**config.mk**
```make
export PLATFORM = sky130hd
export DESIGN_NAME = writeback_select_stage
export DESIGN_NICKNAME = d
export VERILOG_FILES = /design/src/rtl/writeback_select_stage.sv
export SDC_FILE = /design/constraint.sdc
export NUM_CORES = 1
export LEC_CHECK = 0
export CAP_MARGIN = 10
export CORE_ASPECT_RATIO = 1.25
export CORE_MARGIN = 2
export CORE_UTILIZATION = 25
export DETAILED_ROUTE_END_ITERATION = 16
export GPL_TIMING_DRIVEN = 0
export PLACE_DENSITY = 0.57
export SYNTH_ARGS = -nofsm -noshare
export SYNTH_HDL_FRONTEND = slang
export SYNTH_SLANG_ARGS = --single-unit
```
**constraint.sdc**
```tcl
create_clock -name clk -period 1.99 [get_ports clk]
set_input_delay 0.398 -clock clk [delete_from_list [all_inputs] [get_ports clk]]
set_output_delay 0.398 -clock clk [all_outputs]
set_load 0.05 [all_outputs]
```
**src/rtl/writeback_select_stage.sv**
```systemverilog
// Write-back source select with a main/skid register pair and hazard/forward taps (fwd built only with WB_FORWARD_EN).
// Latency: 1 cycle input-to-output when main is empty or draining; skid absorbs one extra bundle.
// Backpressure: in_ready is registered as !skid.valid, so upstream stalls only after two bundles are held.
module writeback_select_stage #(
    parameter int DATA_W = 32,
    parameter int NSRC   = 4,
    parameter int SEL_W  = 2
) (
    input  logic                   clk,
    input  logic                   rst_n,
    input  logic                   in_valid,
    output logic                   in_ready,
    input  logic [NSRC*DATA_W-1:0] src_data,
    input  logic [SEL_W-1:0]       sel,
    input  logic [4:0]             rd_addr,
    input  logic                   rd_we,
    output logic                   out_valid,
    input  logic                   out_ready,
    output logic [DATA_W-1:0]      wb_data,
    output logic [4:0]             wb_rd,
    output logic                   wb_we,
    input  logic [4:0]             rs1_q,
    input  logic [4:0]             rs2_q,
    output logic                   hz1,
    output logic                   hz2,
    output logic [DATA_W-1:0]      fwd1,
    output logic [DATA_W-1:0]      fwd2
);

    typedef struct packed {
        logic [DATA_W-1:0] data;
        logic [4:0]        rd;
        logic              we;
        logic              valid;
    } entry_t;

    entry_t      main_q;
    entry_t      skid_q;
    entry_t      cap;
    logic        ready_q;
    logic [31:0] sel_idx;
    logic        accept;
    logic        drain;
    logic        skid_next_valid;

    // An out-of-range select captures a dead bundle: zero data, no write.
    always_comb begin
        cap       = '0;
        cap.valid = 1'b1;
        cap.rd    = rd_addr;
        sel_idx   = 32'(sel);
        for (int k = 0; k < NSRC; k++) begin
            if (sel_idx == 32'(k)) begin
                cap.data = src_data[k*DATA_W +: DATA_W];
                cap.we   = rd_we && (rd_addr != 5'd0);
            end
        end
    end

    assign accept = in_valid && ready_q;
    assign drain  = main_q.valid && out_ready;

    // skid only fills when main is occupied and stuck; ready_q tracks that one edge ahead
    assign skid_next_valid = !drain && (skid_q.valid || (accept && main_q.valid));

    always_ff @(posedge clk or negedge rst_n) begin
        if (!rst_n) begin
            main_q  <= '0;
            skid_q  <= '0;
            ready_q <= 1'b0;
        end else begin
            if (drain) begin
                if (skid_q.valid) begin
                    main_q       <= skid_q;
                    skid_q.valid <= 1'b0;
                end else if (accept) begin
                    main_q <= cap;
                end else begin
                    main_q.valid <= 1'b0;
                end
            end else if (accept) begin
                if (main_q.valid) begin
                    skid_q <= cap;
                end else begin
                    main_q <= cap;
                end
            end
            ready_q <= !skid_next_valid;
        end
    end

    assign in_ready  = ready_q;
    assign out_valid = main_q.valid;
    assign wb_data   = main_q.data;
    assign wb_rd     = main_q.rd;
    assign wb_we     = main_q.we;

    function automatic logic hit(input entry_t e, input logic [4:0] rs);
        return e.valid && e.we && (e.rd == rs) && (rs != 5'd0);
    endfunction

    logic m1, s1, m2, s2;
    assign m1  = hit(main_q, rs1_q);
    assign s1  = hit(skid_q, rs1_q);
    assign m2  = hit(main_q, rs2_q);
    assign s2  = hit(skid_q, rs2_q);
    assign hz1 = m1 || s1;
    assign hz2 = m2 || s2;

`ifdef WB_FORWARD_EN
    // skid holds the younger bundle, so its value wins
    assign fwd1 = s1 ? skid_q.data : (m1 ? main_q.data : '0);
    assign fwd2 = s2 ? skid_q.data : (m2 ? main_q.data : '0);
`else
    assign fwd1 = '0;
    assign fwd2 = '0;
`endif

endmodule

```
==> results of run 1 <==
-- cells in the mapped netlist (3+ instances only) --
| master | instances |
|---|---|
| a31oi_1 | 38 |
| buf_12 | 4 |
| buf_2 | 11 |
| buf_4 | 66 |
| clkbuf_1 | 5 |
| dfrtp_1 | 79 |
| mux2_4 | 30 |
| mux4_2 | 30 |
| nand2_1 | 95 |
| nand4_1 | 4 |
| nor2_1 | 41 |
| nor4_1 | 4 |
| o21ai_0 | 3 |
| or4_1 | 3 |
| xnor2_1 | 4 |
| xor2_1 | 16 |
-- flip-flops by register name (all words and copies together) (netlist names) --
register   count
wb_data       32
skid_q        39
in_ready       1
wb_we          1
out_valid      1
wb_rd          5
-- stage by stage --
stage / setup WS [ns] / hold slack (ns) / utilization [%] / instances / TNS, ns
CTS: -0.2100 / 0.06027 / 40.10 / 992 / -0.3974
floorplan: 0.06360 / 0.1024 / - / 517 / 0
global route: -0.2572 / 0.08245 / 40.25 / 994 / -0.5091
global placement: -2.767 / 0.4899 / 38.27 / 972 / -203.91
detailed placement: -1.011 / 0.4186 / 38.36 / 973 / -9.505
finish: -0.2012 / 0.04375 / 40.25 / 994 / -0.3485
-- logic make-up after synthesis --
| group | count (synthesis) |
|---|---|
| compound gates | 45 |
| xor+xnor | 20 |
| buf+inv | 93 |
| flops | 79 |
| mux | 64 |
| other cells | 1 |
| simple gates | 152 |
-- area by class of cell --
class	count	area (sq um)	area share [%]
clock inverters	4	72.57	0.9261
clock buffers	11	232.7	2.970
flip-flops and latches	79	1984	25.32
inverters	2	7.507	0.09580
multi-input cells	345	2549	32.52
plain buffers	91	694.4	8.862
repair buffers	197	1964	25.07
well taps	265	331.6	4.231
-- power breakdown --
| group | internal [W] | switching [W] | leakage (nW) |
|---|---|---|---|
| registers | 0.00241 | 0.000541 | 0.900 |
| clock network | 0.00109 | 0.000643 | 0.146 |
| logic | 0.00209 | 0.00296 | 2.41 |
| total | 0.00559 | 0.00415 | 3.46 |
-- how the worst max path moves through the flow --
stage / end / slack (ns) / cells past startpoint
final: hz1 / -0.20 / 5
after global routing: hz1 / -0.26 / 5
after CTS: hz1 / -0.21 / 5
after detailed placement: hz1 / -1.01 / 6
after global placement: wb_rd[4] / -2.77 / 1
after floorplan: hz1 / 0.06 / 4
-- routing by layer --
metal,track usage [%],share of wire (%),up-vias
met5,0,0,-
met4,5.034,2.2,0
met3,2.551,6.1,20
met2,24.96,52,151
met1,17.16,40,1951
li1,-,-,1997
-- worst max-delay path: cells and delay by family, from the launching register on --
family / cells / cell delay (ns)
and+or+nand+nor: 2 / 0.52
DFF: 1 / 0.42
xor gates and xnor gates: 1 / 0.18
AOI/OAI and AO/OA: 1 / 0.18
buffers and inverters: 1 / 0.17
-- what timing repair did --
item,in CTS,in global routing
pin swaps,12,6
buffers inserted,4,2
endpoints found under the setup margin,4,6
gates resized for setup,30,6
==> results.md, run 1 <==
* Status: finished, violations left
* Failing checks: negative setup slack
* Required time of the critical path at 1.59 ns
* Synth-to-Final Area Change at 58.20%
* Share of cells above drive strength 1 at 24.97%
* Slew Viols, Final at 0
* CTS tree: done
* # clock sinks at 79
* Final Routed Wirelength at 14.90 mm
* CP Launch Type: flip-flop
* CTS hold repair buffers at 0
* Ys async rst share at 100.0%
* Final instance area at 7836 sq um
* Root Buffer: clkbuf_16
* Worst R2R Path Depth at 5
* Top cell type's share of synthesized area at 39.91%
* Setup ws final at -0.2012 ns
* Largest net degree at the start of global routing at 42
* Simple-gate portion of the synthesized area at 12.43%
* Routed vias at 4119
* Post-synthesis mux area share at 24.25%
* Number of global-route vias before repair at 4193
* Die Area at 20960 sq um
* Final hold violations at 0
* Most common cell after layout, fill and taps aside: clkdlybuf4s50_1
* EDFF count, synth at 0
* FF-to-FF End: skid_q[16]
* Number of buffers created by CTS at 9
* CP Class: reg -> out
* GRT Residual Overflow at 0
* Clk_skew at 0.003509 ns
* R2r setup slk at 0.27 ns
* Avg Inst Size Synth at 10.91 sq um
* Most frequent cells in the layout: 170 x clkdlybuf4s50_1, 95 x nand2_1, 73 x buf_4, 73 x dfrtp_1, 64 x conb_1
* Clk slew on worst S/H paths at 0.06 ns
* Core outline area at 19470 sq um
* Synth Cell Area at 4954 sq um
* Routed wire per std cell at 14.99 um
* Worst setup EP type: output pin
* P_leak at 3.460 nW
* Pre-antenna DRT Iters at 4
* # Max-Cap Violations at 0
* H-tree levels at 3
* Number of I/O pins at 256
* Primary FF master, synth: dfrtp_1
* Chip height at 161.4 um
* Synth top area cells: dfrtp_1 40%, mux4_2 14%, buf_4 10%
* Initial antenna violation count at 0
* Area after DPL at 7468 sq um
* Post-DP HPWL at 11.71 mm
* Setup-failing EPs final at 2
* FF+latch count, synth at 79
* Mapped Cells at 454
* First-pass GRT wire length at 22.74 mm
* Worst path cell trace: xor2_1, nor4_2, nand4_1, a21oi_4, buf_6
* P per Cell Area at 1242 nW/um^2
* Post-synth top area cell: dfrtp_1
* Synth Area in Compound Gates at 5.633%
* Crit-path max cell delay at 0.42 ns
* Slew @ Worst Pin at 0.6137 ns
* Maximum vdd drop at 428.5 uV
* Arrival @ worst endpoint at 1.79 ns
* Yosys cell types at 30
* Final min period at 2.191 ns
* Sequential share of the synthesized area at 39.91%
* Final ANT Viol Nets at 0
* Tot Pwr at 0.009735 W
* CP max FO at 3
* Vias per Instance at 4.144
* Post-route clock period utilization at 110.1%
* Slew margin rel. at 59.09%
* PortBufs at 190
* Worst Setup SP: skid_q[4]
* Tot GR Track Use at 14.17%
* Fill count at 1918
* Yosys warnings at 0
* XOR/XNOR share of the synthesized area at 3.536%
* CTS Buffer Depth at 2
* Worst path slowest cell: dfrtp_2
* FMAX at 456.4 MHz
* Hold WC Path Type: in -> async
* Clk_lat worst skew at 0.33 ns
* RSZ-0062 raised after global routing: yes
* RR Startpoint: out_valid
* Final GP Congestion at 0.7590
* Site Rows at 57
* Nets at 875
* Post-synthesis adder-cell area fraction at 0%
* Largest family of logic cells by synthesized area: multiplexers
* ANT cells at 0
* Initial DRC Count at 182
* Die Wd at 129.9 um
* Drt drc at 0
* Initial Util at 25.44%
Note: power is estimated with default switching activity, not from simulation.
==> inputs of run 2 (changes only) <==
Settings changed: CORE_MARGIN 2 to not set, HOLD_SLACK_MARGIN set to 0.06.
==> results.md, run 2 (synthesis gave the netlist of run 1 again) <==
* Most frequent cells in the layout: 172 x clkdlybuf4s50_1, 95 x nand2_1, 75 x dfrtp_1
* Worst path slowest cell: dfrtp_1
* Final hold violations at 0
* Root Buffer: clkbuf_16
* Core outline area at 19400 sq um
* M3 GR Usage at 2.688%
* Worst setup EP type: output pin
* Initial Util at 25.54%
* Number of global-route vias before repair at 4086
* Crit path depth at 5
* Slew margin rel. at 60.66%
* Die Area at 20380 sq um
* Synth-to-Final Area Change at 58.47%
* P per Cell Area at 1241 nW/um^2
* Status: finished, violations left
* Final min period at 2.200 ns
* Pre-antenna DRT Iters at 4
* FMAX at 454.5 MHz
* Fin Setup TNS at -0.3980 ns
* GR Layer Usage met2 at 25.57%
* Slew @ Worst Pin at 0.5901 ns
* Final instance area at 7850 sq um
* Nets at 873
* Non-filler cells, final at 993
* Initial DRC Count at 154
* Initial antenna violation count at 0
* # clock sinks at 79
* Setup ws final at -0.2104 ns
* CTS tree: done
* Max reg flops at 39
* Worst R2R Path Depth at 5
* Clk_skew at 0.004995 ns
* CTS Buffer Depth at 2
* First-pass GRT wire length at 22.30 mm
* Final Routed Wirelength at 14.37 mm
* Clk_lat worst skew at 0.33 ns
* RSZ-0062 raised after global routing: yes
* Top Family by Delay on Critical Path: simple AND/OR/NAND/NOR gates
* Final ANT Viol Nets at 0
* PortBufs at 190
* Vias per Instance at 4.073
* CP Launch Type: flip-flop
* Arrival @ worst endpoint at 1.80 ns
* H-tree levels at 3
* CP Class: reg -> out
* Worst path cell trace: xor2_1, nor4_2, nand4_1, a21oi_4, buf_6
* Fill count at 1924
* Tot GR Track Use at 14.36%
* Cell total after placement at 973
* GR Util met1 at 17.25%
* Most common cell after layout, fill and taps aside: clkdlybuf4s50_1
* Post-route clock period utilization at 110.6%
* Share of cells above drive strength 1 at 25.00%
* Maximum vdd drop at 384.6 uV
* Tot Pwr at 0.009741 W
* Post-DP HPWL at 11.50 mm
* Chip height at 159.4 um
* Number of I/O pins at 256
* Setup-failing EPs final at 2
* Util after Layout at 40.47%
* Largest net degree at the start of global routing at 41
* Failing checks: negative setup slack
* WHS Path Cells at 1
* WP buf/inv at 1
* P_leak at 3.459 nW
* Required time of the critical path at 1.59 ns
* Number of buffers created by CTS at 9
* Drt drc at 0
* Biggest register: skid_q
* Hold WC Path Type: reg -> reg
* Site Rows at 57
* Final GP Congestion at 0.7734
* CP max FO at 3
* GRT Residual Overflow at 0
* Routed vias at 4044
* ANT cells at 0
* Crit-path max cell delay at 0.42 ns
* Area after DPL at 7468 sq um
* Die Wd at 127.9 um
* Routed wire per std cell at 14.47 um
* Clk slew on worst S/H paths at 0.06 ns
* Most Crowded Layer GR: met2
* Slew Viols, Final at 0
* # Max-Cap Violations at 0
run 2: per-layer routing:
layer / routed length, um / share of wire (%)
met3: 750 / 5.2
met1: 5836 / 41
met5: 0 / 0
met4: 259 / 1.8
met2: 7525 / 52
run 2: repair_timing:
| action | 4_1_cts | 5_1_grt |
|---|---|---|
| endpoints found under the setup margin | 4 | 6 |
| endpoints found under the hold margin | 3 | 0 |
| hold buffers | 1 | 0 |
| setup buffers | 3 | 0 |
| gates resized for setup | 29 | 5 |
| pin swaps | 10 | 5 |
run 2: layout make-up:
cell class / count / area [sq um] / share of cell area (%)
Inverter: 2 / 7.507 / 0.09563
Tap cell: 265 / 331.6 / 4.224
Buffer: 91 / 694.4 / 8.846
Clock inverter: 6 / 83.83 / 1.068
Timing Repair Buffer: 195 / 1951 / 24.85
Clock buffer: 10 / 239.0 / 3.044
Multi-Input combinational cell: 345 / 2561 / 32.63
Sequential cell: 79 / 1982 / 25.25
run 2: path summary, 6_finish.rpt:
check | start | to | slack [ns]
max | skid_q[6] | hz1 | -0.21
min | skid_q[31] | skid_q[31] | 0.51
max reg2reg | out_valid | skid_q[22] | 0.29
min reg2reg | skid_q[31] | skid_q[31] | 0.51
min in group asynchronous | rst_n | skid_q[32] | 0.59
max in group asynchronous | rst_n | wb_rd[0] | 0.80
run 2: power by group:
part           internal (W)  leakage, nW  switching [W]
registers           0.00241        0.902       0.000539
logic               0.00207         2.39        0.00295
clock network       0.00113        0.162       0.000653
run 2: stage by stage:
step / setup slack, ns / hold slack, ns
3_3_place_gp: -2.792 / 0.4900
2_1_floorplan: 0.06360 / 0.1024
4_1_cts: -0.2467 / 0.5102
6_report: -0.2104 / 0.5086
3_5_place_dp: -1.037 / 0.4267
5_1_grt: -0.2952 / 0.5199
